<file path="src/rtl/hex_decimal_display.sv">
// Watches the CPU GPIO word and shows its low eight decimal digits on HEX0..HEX7.
// The decimal digits come from an iterative double-dabble that handles one input bit per cycle.
module hex_decimal_display #(
    parameter int WIDTH      = 32,
    parameter int BCD_DIGITS = 10,
    parameter bit BLANK_LZ   = 1'b1
) (
    input  logic             clck,
    input  logic             rst_n,
    input  logic [WIDTH-1:0] value,
    output logic [6:0]       hex0,
    output logic [6:0]       hex1,
    output logic [6:0]       hex2,
    output logic [6:0]       hex3,
    output logic [6:0]       hex4,
    output logic [6:0]       hex5,
    output logic [6:0]       hex6,
    output logic [6:0]       hex7,
    output logic             busy,
    output logic             overflow
);

    localparam int          CW       = $clog2(WIDTH);
    localparam int          BW       = 4 * BCD_DIGITS;
    localparam logic [CW-1:0] LAST   = CW'(WIDTH - 1);
    localparam logic [6:0]  SEG_ZERO = 7'b1000000;
    localparam logic [6:0]  SEG_BLNK = 7'b1111111;
    localparam logic [6:0]  LZ_RESET = BLANK_LZ ? SEG_BLNK : SEG_ZERO;

    typedef enum logic [1:0] {
        IDLE,
        CONVERT,
        LOAD
    } state_t;

    state_t            state;
    state_t            state_next;
    logic [WIDTH-1:0]  last_val;
    logic [WIDTH-1:0]  bin;
    logic [BW-1:0]     bcd;
    logic [BW-1:0]     bcd_adj;
    logic [CW-1:0]     count;
    logic [6:0]        seg_q    [8];
    logic [6:0]        seg_next [8];
    logic              upper_zero;

    function automatic logic [6:0] seg_of(input logic [3:0] d);
        case (d)
            4'd0:    seg_of = 7'b1000000;
            4'd1:    seg_of = 7'b1111001;
            4'd2:    seg_of = 7'b0100100;
            4'd3:    seg_of = 7'b0110000;
            4'd4:    seg_of = 7'b0011001;
            4'd5:    seg_of = 7'b0010010;
            4'd6:    seg_of = 7'b0000010;
            4'd7:    seg_of = 7'b1111000;
            4'd8:    seg_of = 7'b0000000;
            4'd9:    seg_of = 7'b0010000;
            default: seg_of = 7'b1111111;
        endcase
    endfunction

    always_ff @(posedge clck or negedge rst_n) begin
        if (!rst_n) begin
            state <= IDLE;
        end else begin
            state <= state_next;
        end
    end

    always_comb begin
        state_next = state;
        case (state)
            IDLE:    if (value != last_val) state_next = CONVERT;
            CONVERT: if (count == LAST) state_next = LOAD;
            LOAD:    state_next = IDLE;
            default: state_next = IDLE;
        endcase
    end

    // Add-3 correction applied to every digit before each shift.
    always_comb begin
        bcd_adj = bcd;
        for (int d = 0; d < BCD_DIGITS; d++) begin
            if (bcd[4*d +: 4] >= 4'd5) begin
                bcd_adj[4*d +: 4] = bcd[4*d +: 4] + 4'd3;
            end
        end
    end

    // Digit k blanks only when it and every digit above it (up to digit 7) is zero.
    always_comb begin
        upper_zero = 1'b1;
        for (int k = 0; k < 8; k++) begin
            seg_next[k] = SEG_BLNK;
        end
        for (int k = 7; k >= 1; k--) begin
            upper_zero = upper_zero && (bcd[4*k +: 4] == 4'd0);
            seg_next[k] = (BLANK_LZ && upper_zero) ? SEG_BLNK : seg_of(bcd[4*k +: 4]);
        end
        seg_next[0] = seg_of(bcd[3:0]);
    end

    always_ff @(posedge clck or negedge rst_n) begin
        if (!rst_n) begin
            last_val <= '0;
            bin      <= '0;
            bcd      <= '0;
            count    <= '0;
            busy     <= 1'b0;
            overflow <= 1'b0;
            seg_q[0] <= SEG_ZERO;
            for (int k = 1; k < 8; k++) begin
                seg_q[k] <= LZ_RESET;
            end
        end else begin
            case (state)
                IDLE: begin
                    if (value != last_val) begin
                        last_val <= value;
                        bin      <= value;
                        bcd      <= '0;
                        count    <= '0;
                        busy     <= 1'b1;
                    end
                end
                CONVERT: begin
                    {bcd, bin} <= {bcd_adj, bin} << 1;
                    count      <= count + CW'(1);
                end
                LOAD: begin
                    for (int k = 0; k < 8; k++) begin
                        seg_q[k] <= seg_next[k];
                    end
                    overflow <= (bcd[BW-1:32] != '0);
                    busy     <= 1'b0;
                end
                default: ;
            endcase
        end
    end

    assign hex0 = seg_q[0];
    assign hex1 = seg_q[1];
    assign hex2 = seg_q[2];
    assign hex3 = seg_q[3];
    assign hex4 = seg_q[4];
    assign hex5 = seg_q[5];
    assign hex6 = seg_q[6];
    assign hex7 = seg_q[7];

endmodule

</file>
<file path="config.mk">
export PLATFORM = sky130hd
export DESIGN_NAME = hex_decimal_display
export DESIGN_NICKNAME = d
export VERILOG_FILES = /design/src/rtl/hex_decimal_display.sv
export SDC_FILE = /design/constraint.sdc
export NUM_CORES = 1
export LEC_CHECK = 0
export BUFFER_PORTS_ARGS = -buffer_cell sky130_fd_sc_hd__buf_2
export CAP_MARGIN = 20
export CORE_MARGIN = 3
export CORE_UTILIZATION = 57
export DETAILED_ROUTE_END_ITERATION = 8
export GPL_TIMING_DRIVEN = 0
export PLACE_DENSITY_LB_ADDON = 0.1
export RECOVER_POWER = 25
export REMOVE_ABC_BUFFERS = 1
export SLEW_MARGIN = 20
export SYNTH_ARGS = -nofsm -noshare
export SYNTH_HDL_FRONTEND = slang
export SYNTH_SLANG_ARGS = --single-unit
</file>
<file path="constraint.sdc">
create_clock -name clck -period 3.6 [get_ports clck]
set_input_delay 0.36 -clock clck [delete_from_list [all_inputs] [get_ports clck]]
set_output_delay 0.36 -clock clck [all_outputs]
set_load 0.05 [all_outputs]
</file>
==> metrics.cfg <==
[timing]
rsz0062_at_grt=no
finalCriticalPeriod_ns=3.31
slew_viol_final=79
fin_skew_ns=0.00448
fmax_mhz=302
tightest_slew_ns=1.94
setup-tns-final_ns=0
hold_viol_final=0
setup_viol=0
slew_headroom=-0.296
whs_ns=0.207
setup_ws_ns=0.288
period_share=0.920

[yosys]
synth_area_leaders=dfrtp_1, dfstp_2, ha_1
synth-edff-count=0
synthesis.area_um2=9300
yosysTopAreaCell=dfrtp_1
netlist.area_leader.share=0.320
yosysSeqAreaShare=0.461
synth.avg_cell_area_um2=9.58
synth_seq_cells=169
yosys_warnings=0
synthDistinctLibCells=61
synthFlopType=dfrtp_1
async_flop_share=1.00
syn_inst=971

[floorplan]
die_width_um=134
rows=46
core_um2=15900
dieArea_um2=17900
die_y_um=134
start_util=0.583
io_pins=92

[clock_tree]
clk_latency_ns=0.43
cts_tree=done
clk_pin_slew_ns=0.06
clock_path_buffers=2
cts-root-buf=clkbuf_16
htreeDepth=4
cts_inserted_buffers=17
clkSinkCount=169
cts_resized=0
cts_setup_buffers=0

[power]
p_int_mw=3.97
p_sw_mw=2.40
power_mw=6.37
p_per_area_nw_per_um2=603
pwr-share-seq=0.415
ir_worst_vdd_mv=0.419
switching_share=0.377
pwr-share-clk=0.277
power_leakage_nw=4.68
pwr-share-comb=0.308

[worst_setup_path]
path_buf_inv=1
cp_slowest_cell=dfrtp_1
crit_fanout=28
critPathMaxStageDelay_ns=0.98
start_kind=register
critPathKind=reg2reg
crit_required_ns=3.97
cp-end-kind=register
cp_top_family=simple AND/OR/NAND/NOR gates
crit_arrival_ns=3.68
crit_chain=clkinv_1 -> nand2_1 -> a221o_1 -> a21oi_1 -> nor2_1

[detailed_routing]
avgViaCountPerCell=5.82
drc=0
drtIter0Drc=354
wl_per_cell_um=16.0
first_pass_iters=5
routed-via-count=7308
routed_wl_um=20100
ant_nets=0

[min_path]
min_path_type=in2reg

[grt]
grtUsageTotal=0.231
grt_pass1_vias=6865
grt_pass1_wl_um=33900
overflow=0
grt_max_degree=92
antenna_found_initial=0

[placed_design]
gp_congestion=0.815
io_buffers=91
post-dp-hpwl_um=13400
post-place-ws_ns=0.0762

[cells_and_area]
final_cell_mix=dfrtp_1, inv_1, buf_2, a21oi_1, nor2_1
final_common_cell=dfrtp_1
area_growth_pct=13.5
diodes=0
fin_nets=1111
post-route-util=0.662
drive_gt1_frac=0.193

[run_status]
violations=capacitance limit, slew limit
status=finished with violations

[run]
drv_cap=1

-- metal layers --
| metal | routed length, um | GRT usage | up-vias |
|---|---|---|---|
| li1 | - | - | 3607 |
| met1 | 9720 | 0.341 | 3515 |
| met2 | 9130 | 0.350 | 156 |
| met3 | 836 | 0.0397 | 30 |
| met4 | 371 | 0.0709 | 0 |
| met5 | 0 | 0 | - |
-- cell usage after synthesis (all sizes together), types with 10 or more instances --
master  instances
xnor2          11
a31oi          11
nor3           11
o311ai         20
nand2          61
nand4          14
o22ai          29
a22oi          33
a21oi          67
ha             50
dfrtp         119
xor2           34
o21bai         10
o21ai          59
nor2           66
mux2           13
o22a           25
clkbuf         55
dfstp          50
o211ai         31
inv            86
-- timing repair --
item,4_1_cts,5_1_grt
setup endpoints to repair,0,0
hold endpoints to repair,49,0
hold buffers,1,0
-- area by class of cell --
cell class	count	area, um2
Tap cell	216	270
Fill cell	1363	5390
Clock inverter	8	96.3
Clock buffer	24	462
Sequential cell	169	4290
Inverter	88	330
Multi-Input combinational cell	650	4480
Timing Repair Buffer	101	627
-- power by group through the flow --
| stage | clock network [mW] | logic (mW) | registers, mW |
|---|---|---|---|
| after floorplan | 0 | 0.370 | 3.86 |
| after global placement | 0 | 1.96 | 2.67 |
| after CTS | 1.81 | 1.99 | 2.65 |
| after global routing | 1.87 | 2.07 | 2.69 |
| final | 1.77 | 1.96 | 2.64 |
| after detailed placement | 0 | 1.99 | 2.68 |
-- final timing paths --
kind,cells after the start,to,slack [ns],start
max in group asynchronous,3,hex5[2]$_DFFE_PN1P_,1.32,rst_n
min in group asynchronous,2,hex0[5]$_DFFE_PN0P_,1.03,rst_n
min,2,last_val[9]$_DFFE_PN0P_,0.21,value[9]
min reg2reg,2,hex2[4]$_DFFE_PN1P_,0.45,hex2[4]$_DFFE_PN1P_
max reg2reg,5,hex7[1]$_DFFE_PN1P_,0.29,state[0]$_DFFE_PN0P_
max,5,hex7[1]$_DFFE_PN1P_,0.29,state[0]$_DFFE_PN0P_
-- stage by stage --
| step | std cells | cell area (um2) |
|---|---|---|
| 3_3_place_gp | 1214 | 9770 |
| 2_1_floorplan | 907 | 9050 |
| 5_1_grt | 1256 | 10600 |
| 3_5_place_dp | 1221 | 9980 |
| 4_1_cts | 1254 | 10600 |
| 6_report | 1256 | 10600 |
-- flip-flops by register name (all words and copies together), names as in the netlist --
signal and count:
overflow 1, state 2, bcd 40, bin 32, last_val 32, hex7 7
count 5, busy 1, hex0 7, hex3 7, hex4 7, hex2 7
hex6 7, hex5 7, hex1 7
-- cells by family (layout without fill, tap and decap cells) --
family	Yosys count	count (layout)	share of synthesized area
xor gates and xnor gates	45	45	0.0424
DFF	169	169	0.461
adders and majority gates	50	50	0.0673
muxes	18	18	0.0211
buffers and inverters	152	221	0.0628
and+or+nand+nor	215	215	0.114
AOI/OAI and AO/OA	322	322	0.231
No activity file was read; power rests on OpenSTA's default activity.
